**src/rtl/rx_block_lock_ctrl.sv**
```systemverilog
// Block lock controller for the 10GBASE-R receive PCS.
// Walks block_sync alignment via slip pulses until sync headers are stable.
module rx_block_lock_ctrl #(
    parameter int HDR_WIDTH      = 2,
    parameter int SH_CNT_MAX     = 64,
    parameter int SH_INVALID_MAX = 16,
    parameter int SLIP_WAIT      = 32,
    parameter int SLIP_CNT_WIDTH = 8
) (
    input  logic                      i_clk,
    input  logic                      i_reset,
    input  logic [HDR_WIDTH-1:0]      i_sync_hdr,
    input  logic                      i_hdr_valid,
    output logic                      o_slip,
    output logic                      o_block_lock,
    output logic [SLIP_CNT_WIDTH-1:0] o_slip_count
);
    localparam int SH_W   = $clog2(SH_CNT_MAX + 1);
    localparam int INV_W  = $clog2(SH_INVALID_MAX + 1);
    localparam int WAIT_W = $clog2(SLIP_WAIT + 1);

    localparam logic [SH_W-1:0]   SH_LAST   = SH_W'(SH_CNT_MAX);
    localparam logic [SH_W-1:0]   SH_ONE    = SH_W'(1);
    localparam logic [INV_W-1:0]  INV_LAST  = INV_W'(SH_INVALID_MAX);
    localparam logic [INV_W-1:0]  INV_ONE   = INV_W'(1);
    localparam logic [WAIT_W-1:0] WAIT_LAST = WAIT_W'(SLIP_WAIT - 1);
    localparam logic [WAIT_W-1:0] WAIT_ONE  = WAIT_W'(1);
    localparam logic [SLIP_CNT_WIDTH-1:0] SLIP_SAT = '1;
    localparam logic [SLIP_CNT_WIDTH-1:0] SLIP_ONE = SLIP_CNT_WIDTH'(1);

    typedef enum logic [1:0] {
        TEST_SH,
        SLIP,
        WAIT
    } state_t;

    state_t              state, state_n;
    logic [SH_W-1:0]     sh_cnt, sh_cnt_n, sh_inc;
    logic [INV_W-1:0]    inv_cnt, inv_cnt_n, inv_inc;
    logic [WAIT_W-1:0]   wait_cnt, wait_cnt_n;
    logic                lock_n;
    logic                hdr_ok;

    assign hdr_ok = (i_sync_hdr == HDR_WIDTH'(1)) ||
                    (i_sync_hdr == HDR_WIDTH'(2));

    always_comb begin
        state_n    = state;
        sh_cnt_n   = sh_cnt;
        inv_cnt_n  = inv_cnt;
        wait_cnt_n = wait_cnt;
        lock_n     = o_block_lock;
        sh_inc     = sh_cnt + SH_ONE;
        inv_inc    = hdr_ok ? inv_cnt : inv_cnt + INV_ONE;

        unique case (state)
            TEST_SH: begin
                if (i_hdr_valid) begin
                    sh_cnt_n  = sh_inc;
                    inv_cnt_n = inv_inc;
                    if (!o_block_lock) begin
                        // an invalid header wins over a completed window
                        if (!hdr_ok) begin
                            state_n   = SLIP;
                            sh_cnt_n  = '0;
                            inv_cnt_n = '0;
                        end else if (sh_inc == SH_LAST && inv_inc == '0) begin
                            lock_n    = 1'b1;
                            sh_cnt_n  = '0;
                            inv_cnt_n = '0;
                        end
                    end else begin
                        if (inv_inc == INV_LAST) begin
                            lock_n    = 1'b0;
                            state_n   = SLIP;
                            sh_cnt_n  = '0;
                            inv_cnt_n = '0;
                        end else if (sh_inc == SH_LAST) begin
                            sh_cnt_n  = '0;
                            inv_cnt_n = '0;
                        end
                    end
                end
            end
            SLIP: begin
                state_n    = WAIT;
                wait_cnt_n = '0;
            end
            WAIT: begin
                // block_sync realigns here, so headers are not trusted
                if (wait_cnt == WAIT_LAST) begin
                    state_n    = TEST_SH;
                    wait_cnt_n = '0;
                    sh_cnt_n   = '0;
                    inv_cnt_n  = '0;
                end else begin
                    wait_cnt_n = wait_cnt + WAIT_ONE;
                end
            end
            default: begin
                state_n = TEST_SH;
            end
        endcase
    end

    always_ff @(posedge i_clk) begin
        if (i_reset) begin
            state        <= TEST_SH;
            sh_cnt       <= '0;
            inv_cnt      <= '0;
            wait_cnt     <= '0;
            o_slip       <= 1'b0;
            o_block_lock <= 1'b0;
            o_slip_count <= '0;
        end else begin
            state        <= state_n;
            sh_cnt       <= sh_cnt_n;
            inv_cnt      <= inv_cnt_n;
            wait_cnt     <= wait_cnt_n;
            o_block_lock <= lock_n;
            o_slip       <= (state_n == SLIP);
            if (state_n == SLIP && o_slip_count != SLIP_SAT) begin
                o_slip_count <= o_slip_count + SLIP_ONE;
            end
        end
    end

endmodule

```
**config.mk**
```make
export PLATFORM = sky130hd
export DESIGN_NAME = rx_block_lock_ctrl
export DESIGN_NICKNAME = d
export VERILOG_FILES = /design/src/rtl/rx_block_lock_ctrl.sv
export SDC_FILE = /design/constraint.sdc
export NUM_CORES = 1
export LEC_CHECK = 0
export ABC_AREA = 1
export BUFFER_PORTS_ARGS = -buffer_cell sky130_fd_sc_hd__buf_2
export CORE_MARGIN = 1.5
export CORE_UTILIZATION = 59
export DETAILED_ROUTE_END_ITERATION = 6
export GPL_TIMING_DRIVEN = 0
export PLACE_DENSITY = 0.84
export SLEW_MARGIN = 5
export SYNTH_ARGS = -nofsm -noshare
export SYNTH_HDL_FRONTEND = slang
export SYNTH_SLANG_ARGS = --single-unit
```
**constraint.sdc**
```tcl
create_clock -name i_clk -period 2.55 [get_ports i_clk]
set_clock_uncertainty 0.1 [all_clocks]
set_input_delay 0.255 -clock i_clk [delete_from_list [all_inputs] [get_ports i_clk]]
set_output_delay 0.255 -clock i_clk [all_outputs]
set_load 0.05 [all_outputs]
```
==> results.py <==
metrics = {
    "status": {
        "status": "finished clean",
    },
    "placed_design": {
        "place_inst": 319,
        "io_buffer_count": 14,
        "gp_congestion": 0.876,
        "dpl.hpwl_um": 2630,
    },
    "layout": {
        "n_antenna_cell": 0,
        "fin_util": 0.677,
        "drive_gt1_frac": 0.173,
        "instances_no_fill": 327,
        "final_nets": 295,
        "areaGrowthSynthToFinish_pct": 10.1,
    },
    "timing": {
        "tightest_slew_ns": 0.546,
        "finalSetupTns_ns": 0,
        "timing.fmax_mhz": 455,
        "hold_viol_final": 0,
        "fin_crit_sh": 0.862,
        "finalCriticalPeriod_ns": 2.20,
        "rsz0062_at_grt": "false",
        "finalMaxSlewViolations": 0,
        "setup_viol": 0,
        "slew_headroom": 0.635,
    },
    "cts": {
        "cts_buffers": 5,
        "cts_tree": "built",
        "cts_hold_buf": 0,
        "postCtsSetupBuffers": 0,
        "clkLatencyLatePin_ns": 0.34,
        "clkTransAtPathRegs_ns": 0.11,
        "cts_num_sinks": 30,
        "cts_max_level": 2,
        "cts_resized": 0,
        "cts-root-buf": "clkbuf_4",
        "cts_buffer_depth": 2,
    },
    "min_path": {
        "whs_endpoint": "sh_cnt[0]",
        "min_path_type": "in -> reg",
        "min_from": "i_reset",
        "hold_path_depth": 4,
    },
    "floorplanning": {
        "coreArea_mm2": 0.00303,
        "fp-row-count": 20,
        "die-area_mm2": 0.00350,
        "pin_count": 15,
        "die_w_um": 59.2,
        "start_util": 0.615,
        "die_height_um": 59.2,
    },
    "worst_setup_path": {
        "worstRegToRegCells": 12,
        "endpoint_kind": "flop",
        "reg2reg_to": "o_slip_count[2]",
        "cpLargestDelayFamily": "simple AND/OR/NAND/NOR gates",
        "path_common_cell": "nand2_1",
        "crit_chain": "ha_1 -> nand3_1 -> nand2_1 -> nand2_1 -> a21oi_2 -> nand3_2 -> nand2_4 -> nand2_4 -> a21oi_4 -> nand3_2 -> nand2_1 -> a21oi_1",
        "slowest_delay_ns": 0.44,
        "r2r_setup_slack_ns": 0.35,
        "worstSetupPathType": "reg -> reg",
        "worst-endpoint-required_ns": 2.67,
        "crit_fanout": 7,
        "reg2reg_from": "inv_cnt[0]",
        "worst-path-buf-inv": 0,
        "critPathSlowestCell": "dfxtp_1",
        "crit_path_start_kind": "flop",
        "critical_path_arrival_ns": 2.32,
    },
    "global_route": {
        "grtUsageTotal": 0.235,
        "busiest_layer": "met2",
        "met1_usage": 0.293,
        "grt_pass1_vias": 1521,
        "gr-total-overflow": 0,
        "grt_max_degree": 11,
        "grtUsageMet2": 0.394,
        "grt_util_met3": 0.0611,
        "grt_pass1_wl_um": 6340,
        "antenna_found_initial": 0,
    },
    "synthesis": {
        "yosysUniqueCellTypes": 29,
        "syn_nets": 274,
        "ys_top_cells_by_area": "dfxtp_1 (32%), nand2_1 (12%), a21oi_1 (6.7%)",
        "syn_area_per_cell_um2": 7.13,
        "syn_inst": 261,
        "synth_flop_cell": "dfxtp_1",
        "synthAdderAreaFrac": 0.0538,
        "yosysWarnings": 0,
        "synth-compound-area-share": 0.134,
        "async_flop_share": 0,
        "synthXorXnorAreaFrac": 0.0517,
        "seq_area_frac_synth": 0.323,
        "synthSimpleGateAreaFrac": 0.369,
        "ys_top_cells_by_count": "nand2_1 (58), dfxtp_1 (30), inv_1 (28)",
        "synth-seq-cells": 30,
        "synth_top_family_by_area": "simple AND/OR/NAND/NOR gates",
        "synth_edf_count": 0,
        "syn-cell-area_mm2": 0.00186,
        "post-synth-top-count-cell": "nand2_1",
        "netlist.area_leader.share": 0.323,
        "yosysTopAreaCell": "dfxtp_1",
        "synth_mux_area_frac": 0,
    },
    "power_and_ir_drop": {
        "power_w": 0.00107,
        "p_per_area_mw_per_mm2": 523,
        "p_leak_nw": 0.892,
        "vdd_drop_max_mv": 0.370,
    },
    "routing": {
        "drc": 0,
        "routedWlPerCell_um": 10.9,
        "finalWirelength_um": 3560,
        "drt-initial-drc-count": 58,
        "via_per_inst": 5.19,
        "vias": 1698,
        "firstDrtPassIters": 4,
        "antenna_left": 0,
    },
    "flow_run": {
        "drv_cap": 0,
    },
}
==> through the flow <==
step	setup slack, ns	area (µm²)	hold slack [ns]
3_3_place_gp	0.436	1990	0.373
4_1_cts	0.358	2050	0.192
5_1_grt	0.117	2050	0.252
6_report	0.352	2050	0.186
3_5_place_dp	0.363	1990	0.378
2_1_floorplan	0.528	1860	0.357
==> final cells by class <==
class / count / area, µm²
Buffer: 2 / 7.51
Clock buffer: 6 / 51.3
Clock inverter: 2 / 12.5
Fill cell: 273 / 977
Inverter: 32 / 120
Multi-Input combinational cell: 197 / 1130
Sequential cell: 30 / 601
Tap cell: 44 / 55.1
Timing Repair Buffer: 14 / 70.1
==> sequential cells by signal, indices dropped and copies added (netlist names) <==
signal        cells
inv_cnt           5
o_block_lock      1
o_slip            1
o_slip_count      8
sh_cnt            7
state             2
wait_cnt          6
==> cells by family after synthesis <==
group / after synthesis
buf+inv: 34
compound gates: 40
xor+xnor: 11
fa+ha+maj: 8
simple gates: 138
flops: 30
==> worst max-delay path by stage <==
stage	startpoint	endpoint	slack, ns	cells past startpoint
finish	inv_cnt[0]	o_slip_count[2]	0.35	12
global route	sh_cnt[0]	sh_cnt[0]	0.12	16
CTS	inv_cnt[0]	o_slip_count[2]	0.36	12
detailed placement	inv_cnt[0]	o_slip_count[2]	0.36	12
global placement	inv_cnt[0]	o_slip_count[7]	0.44	12
floorplan	o_slip_count[0]	o_slip_count[2]	0.53	8
==> layer usage <==
layer / wire length, µm / share of wire
met3: 157 / 0.044
met2: 1670 / 0.47
met4: 48 / 0.013
met1: 1680 / 0.47
met5: 0 / 0
==> worst register-to-register path, delay by kind of cell, from the launching register on <==
family                   cells  cell delay [ns]
AND/OR/NAND/NOR              8             0.81
AO/OA/AOI/OAI                3             0.47
flip-flops                   1             0.44
adder cells (fa/ha/maj)      1             0.26
==> power by group <==
group	internal, W	switching (W)	leakage, nW
Sequential	0.000489	0.0000200	0.243
Combinational	0.0000802	0.000173	0.615
Clock	0.000132	0.000178	0.0343
==> cell usage in the layout (no fill, tap or decap), types with 2 or more instances in the layout <==
cell and n:
dfxtp_1 30, a21oi_1 25, nor2_1 26, o21ai_0 3
xor2_1 9, nand2_4 4, o21ai_1 4, xnor2_1 2
nand4_1 11, inv_1 28, ha_1 8, a21oi_4 2
inv_2 4, nor3_1 8, o21ai_2 3, clkbuf_4 5
nand3_1 16, clkbuf_1 2, buf_2 14, nand3_2 3
nand2_2 6, nand2_1 58
No activity file was read; power rests on OpenSTA's default activity.
